### src/rtl/lcd_watch_time_cnt.sv
// Binary 24-hour timekeeper for the LCD watch: prescaled seconds counter with
// HH:MM:SS rollover and a small handshake FSM that validates and loads a new time.
module lcd_watch_time_cnt #(
  parameter int CNT_1S = 1000
) (
  input  logic       CLK,
  input  logic       RESET,
  input  logic       RUN,
  input  logic       SET_REQ,
  input  logic [6:0] SET_HOUR,
  input  logic [6:0] SET_MIN,
  input  logic [6:0] SET_SEC,
  output logic       SET_ACK,
  output logic       SET_ERR,
  output logic [6:0] HOUR,
  output logic [6:0] MIN,
  output logic [6:0] SEC,
  output logic       PM,
  output logic       SEC_TICK
);

  localparam int              PS_W   = (CNT_1S > 1) ? $clog2(CNT_1S) : 1;
  localparam logic [PS_W-1:0] PS_MAX = PS_W'(CNT_1S - 1);

  typedef enum logic [1:0] {
    IDLE  = 2'd0,
    CHECK = 2'd1,
    DONE  = 2'd2
  } state_t;

  state_t          state;
  state_t          state_next;
  logic [PS_W-1:0] ps;
  logic [6:0]      cap_hour;
  logic [6:0]      cap_min;
  logic [6:0]      cap_sec;
  logic            cap_valid;
  logic            check_valid;
  logic            capture_en;
  logic            load_en;
  logic            strobe;
  logic [6:0]      hour_next;
  logic [6:0]      min_next;
  logic [6:0]      sec_next;

  assign check_valid = (cap_hour <= 7'd23) && (cap_min <= 7'd59) && (cap_sec <= 7'd59);

  always_comb begin
    state_next = state;
    capture_en = 1'b0;
    load_en    = 1'b0;
    case (state)
      IDLE: begin
        if (SET_REQ) begin
          capture_en = 1'b1;
          state_next = CHECK;
        end
      end
      CHECK: begin
        load_en    = check_valid;
        state_next = DONE;
      end
      DONE: begin
        state_next = IDLE;
      end
      default: begin
        state_next = IDLE;
      end
    endcase
  end

  // A load in the same cycle as a due strobe swallows that strobe entirely.
  assign strobe = RUN && (ps == PS_MAX) && !load_en;

  always_comb begin
    hour_next = HOUR;
    min_next  = MIN;
    sec_next  = SEC;
    if (load_en) begin
      hour_next = cap_hour;
      min_next  = cap_min;
      sec_next  = cap_sec;
    end else if (strobe) begin
      if (SEC == 7'd59) begin
        sec_next = 7'd0;
        if (MIN == 7'd59) begin
          min_next  = 7'd0;
          hour_next = (HOUR == 7'd23) ? 7'd0 : HOUR + 7'd1;
        end else begin
          min_next = MIN + 7'd1;
        end
      end else begin
        sec_next = SEC + 7'd1;
      end
    end
  end

  always_ff @(posedge CLK) begin
    if (RESET) begin
      state     <= IDLE;
      ps        <= '0;
      HOUR      <= 7'd0;
      MIN       <= 7'd0;
      SEC       <= 7'd0;
      PM        <= 1'b0;
      SEC_TICK  <= 1'b0;
      cap_hour  <= 7'd0;
      cap_min   <= 7'd0;
      cap_sec   <= 7'd0;
      cap_valid <= 1'b0;
    end else begin
      state <= state_next;
      if (load_en) begin
        ps <= '0;
      end else if (RUN) begin
        ps <= (ps == PS_MAX) ? '0 : ps + PS_W'(1);
      end
      HOUR     <= hour_next;
      MIN      <= min_next;
      SEC      <= sec_next;
      PM       <= (hour_next >= 7'd12);
      SEC_TICK <= strobe;
      if (capture_en) begin
        cap_hour <= SET_HOUR;
        cap_min  <= SET_MIN;
        cap_sec  <= SET_SEC;
      end
      if (state == CHECK) begin
        cap_valid <= check_valid;
      end
    end
  end

  assign SET_ACK = (state == DONE) &&  cap_valid;
  assign SET_ERR = (state == DONE) && !cap_valid;

endmodule

### config.mk
export PLATFORM = sky130hd
export DESIGN_NAME = lcd_watch_time_cnt
export DESIGN_NICKNAME = d
export VERILOG_FILES = /design/src/rtl/lcd_watch_time_cnt.sv
export SDC_FILE = /design/constraint.sdc
export NUM_CORES = 1
export LEC_CHECK = 0
export BUFFER_PORTS_ARGS = -buffer_cell sky130_fd_sc_hd__buf_2
export CAP_MARGIN = 20
export CORE_ASPECT_RATIO = 1.2
export CORE_MARGIN = 10
export CORE_UTILIZATION = 54
export CTS_CLUSTER_SIZE = 28
export DETAILED_ROUTE_END_ITERATION = 16
export HOLD_SLACK_MARGIN = 0.02
export PLACE_DENSITY = 0.84
export SYNTH_ARGS = -nofsm -noshare
export SYNTH_HDL_FRONTEND = slang
export SYNTH_SLANG_ARGS = --single-unit
export TNS_END_PERCENT = 10
### constraint.sdc
create_clock -name CLK -period 3.4 [get_ports CLK]
set_clock_uncertainty 0.1 [all_clocks]
set_input_delay 0.68 -clock CLK [delete_from_list [all_inputs] [get_ports CLK]]
set_output_delay 0.68 -clock CLK [all_outputs]
set_load 0.02 [all_outputs]
# ---- Word-level counts from Yosys, hierarchy flattened
# Cells that the tools add are included.
dict set report totals {
  reg_bits 57
  inputBits 25
  output_inout_bits 25
  word_cells 57
}
dict set report classes {
  n_addsub 4
  order_cmp 4
  eq_ne 7
  n_mux 18
  reduce_logical 13
}
# operator n
set ops {}
lappend ops {{7-bit two-way mux} 12}
lappend ops {{7-bit by 1-bit adder with 7-bit output (second input constant)} 3}
lappend ops {{7-bit by 6-bit equality test with 1-bit output (second input constant)} 2}
lappend ops {{7-bit by 6-bit <= comparator with 1-bit output (second input constant)} 2}
lappend ops {{10-bit by 1-bit adder with 10-bit output (second input constant)} 1}
lappend ops {{10-bit equality test (second input constant)} 1}
lappend ops {{10-bit two-way mux} 1}
lappend ops {{7-bit by 5-bit equality test with 1-bit output (second input constant)} 1}
lappend ops {{7-bit by 4-bit >= comparator with 1-bit output (second input constant)} 1}
lappend ops {{7-bit by 5-bit <= comparator with 1-bit output (second input constant)} 1}
lappend ops {{1-bit logical AND} 6}
lappend ops {{2-bit case mux with 2 select lines} 1}
lappend ops {{2-bit nonzero test} 2}
lappend ops {{1-bit two-way mux} 3}
lappend ops {{2-bit by 1-bit equality test with 1-bit output (second input constant)} 1}
lappend ops {{2-bit equality test (second input constant)} 1}
lappend ops {{1-bit zero test} 2}
lappend ops {{2-bit zero test} 1}
lappend ops {{2-bit two-way mux} 1}
lappend ops {{2-bit != test (second input constant)} 1}
lappend ops {{2-bit AND reduction} 1}
lappend ops {{2-bit OR reduction} 1}

# ---- Logic depth before layout (Yosys ltp)
dict set report logic_depth {
  ltp_word 9
  depth_mapped 9
  depth_no_buf 7
}

# ---- Least setup slack after synthesis
# No wires, ideal clock.
dict set report synth_path {
  kind {reg-to-reg}
  from {register SEC[0]}
  to {register PM}
  setup_time_ns 0.134
  arrival_ns 2.354
  setup_slack_ns 0.812
  path_stages_with_launch 9
  cell_sequence {dfxtp_1 -> ha_1 -> nor3b_1 -> and4_1 -> clkbuf_1 -> nand3_2 -> o311ai_1 -> o211ai_1 -> or4_1}
}
dict set report synth_via {
  elab_chain_cells 5
}
# item line
set synth_rtl {}
lappend synth_rtl {{start, declared} 17} ;# output logic [6:0] SEC,
lappend synth_rtl {{start signal, assigned} 120} ;# SEC <= sec_next;
lappend synth_rtl {{7-bit by 6-bit equality test with 1-bit output} 84} ;# if (SEC == 7'd59) begin
lappend synth_rtl {{7-bit two-way mux} 84}
lappend synth_rtl {{7-bit two-way mux} 83} ;# end else if (strobe) begin
lappend synth_rtl {{7-bit two-way mux} 79} ;# if (load_en) begin
lappend synth_rtl {{7-bit by 4-bit >= comparator with 1-bit output} 121} ;# PM <= (hour_next >= 7'd12);
lappend synth_rtl {{end signal, assigned} 121}
lappend synth_rtl {{end, declared} 18} ;# output logic PM,
# Every way passes these cells.
# A chain may end at the register's enable or synchronous reset.

# ---- Worst setup path after layout
dict set report layout_path {
  from {register ps[0]}
  to {register PM}
}
dict set report layout_via {
  elab_chain_cells 6
}
# item line
set layout_rtl {}
lappend layout_rtl {{start, declared} 33} ;# logic [PS_W-1:0] ps;
lappend layout_rtl {{start signal, assigned} 116} ;# ps <= (ps == PS_MAX) ? '0 : ps + PS_W'(1);
lappend layout_rtl {{10-bit equality test} 73} ;# assign strobe = RUN && (ps == PS_MAX) && !load_en;
lappend layout_rtl {{1-bit logical AND (2 in series)} 73}
lappend layout_rtl {{7-bit two-way mux} 83}
lappend layout_rtl {{7-bit two-way mux} 79}
lappend layout_rtl {{7-bit by 4-bit >= comparator with 1-bit output} 121}
# Every way passes these cells.

==> results.cfg <==
[placement]
place_congestion = 0.8381
place_ws_ns = 0.4639
hpwl_um = 4530
io_buffers = 49

[critical_path]
reg2reg_to = PM
crit_type = reg2reg
arrival_ns = 2.91
worstPathMaxFanout = 14
critPathLaunchType = flip-flop
reg2reg_from = ps[0]
r2r_slack_ns = 0.61
crit_path_end_kind = flip-flop
worst-r2r-cell-count = 7
worstPathRequired_ns = 3.52

[die]
rows = 27
initial_utilization_pct = 56.02
num_io_pins = 50
dieHeight_um = 95.90
die-area_um2 = 7984
coreArea_um2 = 4628
die_w_um = 83.25

[yosys]
yosys_warnings = 0
async_flop_share_pct = 0
ys.flop_type = dfxtp_1
syn_area_um2 = 2592
synth_fp_nets = 350
syn_inst = 321
synth-seq-area-share_pct = 44.02
synth_area_per_cell_um2 = 8.076
synthDistinctLibCells = 43
synth.area.top_cells = dfxtp_1, nand2_1, nor2_1, a21oi_1, nor3_1
yosysTopAreaCellShare_pct = 44.02
ys_top_cells_by_count = nand2_1, dfxtp_1, nor2_1
ys_ff_latch = 57
yosys.area.top_type = dfxtp_1
synth.most_common_cell = nand2_1
synth_edf_count = 0

[worst_hold_path]
min_path_cells = 2
min_to = cap_sec[6]
min_path_type = reg2reg
min_from = cap_sec[6]

[clocking]
clock_latency_ns = 0.35
clockRootBuffer = clkbuf_8
clk_path_buf_depth = 2
ctsHoldBuffers = 0
cts_tree = yes
htreeDepth = 3
clock_sinks = 57
clkTransAtPathRegs_ns = 0.06
cts-buffers-inserted = 9
cts_resized = 0
postCtsSetupRepairBufs = 0

[timing]
period_needed_ns = 2.789
rsz0062_at_grt = no
slew_viol_final = 0
fin_crit_sh_pct = 82.04
setup_ws_ns = 0.6107
max_slew_margin_pct = 52.96
final_hold_viol_count = 0
setup-tns-final_ns = 0
worstMarginPinSlew_ns = 0.7039
max_freq_mhz = 358.5
setup_violations = 0

[drt]
post_drt_wl_per_cell_um = 15.20
drt-met1-wl_um = 2818
via_per_inst = 5.748
ant_nets = 0
drtIter0Drc = 255
vias = 2466
dr.max_layer_used = met4
drc = 0
wl_um = 6519
wl_met2_um = 3176
firstDrtPassIters = 4
met3_length_um = 397

[grt]
track_usage_pct = 16.30
grt_pass1_wl_um = 10740
grt_pass1_vias = 2332
antenna_found_initial = 0
grt_overflow_total = 0
grt_max_degree = 31

[run]
drv_cap = 0

[pwr]
total_power_uw = 1497
peakVddDrop_uv = 385.5
power_density_nw_per_um2 = 491.7
leakage_uw = 0.001249

[finish]
drive_above_1_share_pct = 19.14
nNetsFinal = 395
antenna_cells = 0
multi_input_area_um2 = 1389
fill_cells = 399
final-seq-area_um2 = 1141
area_delta_synth_final_pct = 17.42

[run_status]
status = finished, final reports clean
cell usage in the layout (no fill, tap or decap), types with 2 or more instances in the layout:
cell type  Yosys  layout
clkbuf_8       0      10
nor3b_1        4       4
ha_1           4       4
dfxtp_1       57      57
xnor2_1        5       5
or3_1          2       2
a311oi_1       3       3
nor3_1        15      15
and2_1         2       2
nand3_1       10      10
nand2_1       64      64
a21oi_1       28      28
o311a_1        3       3
nand2b_1       5       5
and3_1         5       5
nor4_1         4       4
buf_2          2      49
nand4_1       11      11
a31oi_1        3       3
o21ai_0        3       3
clkbuf_1      14       3
xor2_1         7       7
clkinv_2       0       2
a211oi_1       7       7
nor2_1        42      42
o211ai_1       2       2
metrics by stage:
stage	utilization (%)	instances	instance area, um^2	hold slack (ns)
after floorplan	-	321	2592	0.3360
after global placement	61.69	413	2855	0.3431
after detailed placement	61.69	413	2855	0.3476
after CTS	65.77	429	3044	0.3583
after global routing	65.77	429	3044	0.3715
final	65.77	429	3044	0.3572
area by class of cell:
type / count / share of cell area (%)
Clock buffer: 13 / 4.891
Sequential cell: 57 / 37.48
Timing Repair Buffer: 50 / 8.302
Tap cell: 58 / 2.384
Multi-Input combinational cell: 248 / 45.62
Clock inverter: 3 / 1.315
power by group:
part	internal, uW	switching [uW]
logic	56.5	90.8
registers	700	31.4
clock network	356	261
layer usage:
layer  vias up  track usage [%]
li1       1231                -
met1      1136            18.46
met2        80            26.80
met3        19            5.325
met4         0            9.233
met5         -                0
sequential cells by signal, summed over array words and instances (netlist names):
register / count
MIN: 7
cap_min: 7
HOUR: 7
cap_sec: 7
cap_hour: 7
cap_valid: 1
SEC: 7
SEC_TICK: 1
state: 2
ps: 10
PM: 1
critical path: stages, from the launching register on:
cell,delay (ns)
dfxtp_1,0.39
ha_1,0.25
nand2_1,0.14
or3_1,0.54
o31ai_1,0.30
nor3b_1,0.31
nor4_1,0.12
or4_1,0.51
worst max path at each step:
stage / start / endpoint / slack (ns) / cells after the start
floorplan: SEC[0] / PM / 0.81 / 8
global placement: RUN / PM / 0.57 / 7
detailed placement: RUN / PM / 0.46 / 7
CTS: ps[0] / PM / 0.63 / 7
global route: ps[0] / PM / 0.43 / 7
finish: ps[0] / PM / 0.61 / 7
cell families after synthesis:
kind of cell	after synthesis	synth area share [%]
flip-flops	57	44.02
XOR/XNOR	12	4.054
buffers and inverters	16	2.413
multiplexers	2	0.8204
adder cells (fa/ha/maj)	4	1.931
AND/OR/NAND/NOR	174	32.67
AO/OA/AOI/OAI	56	14.09
(Power assumes the default switching activity.)
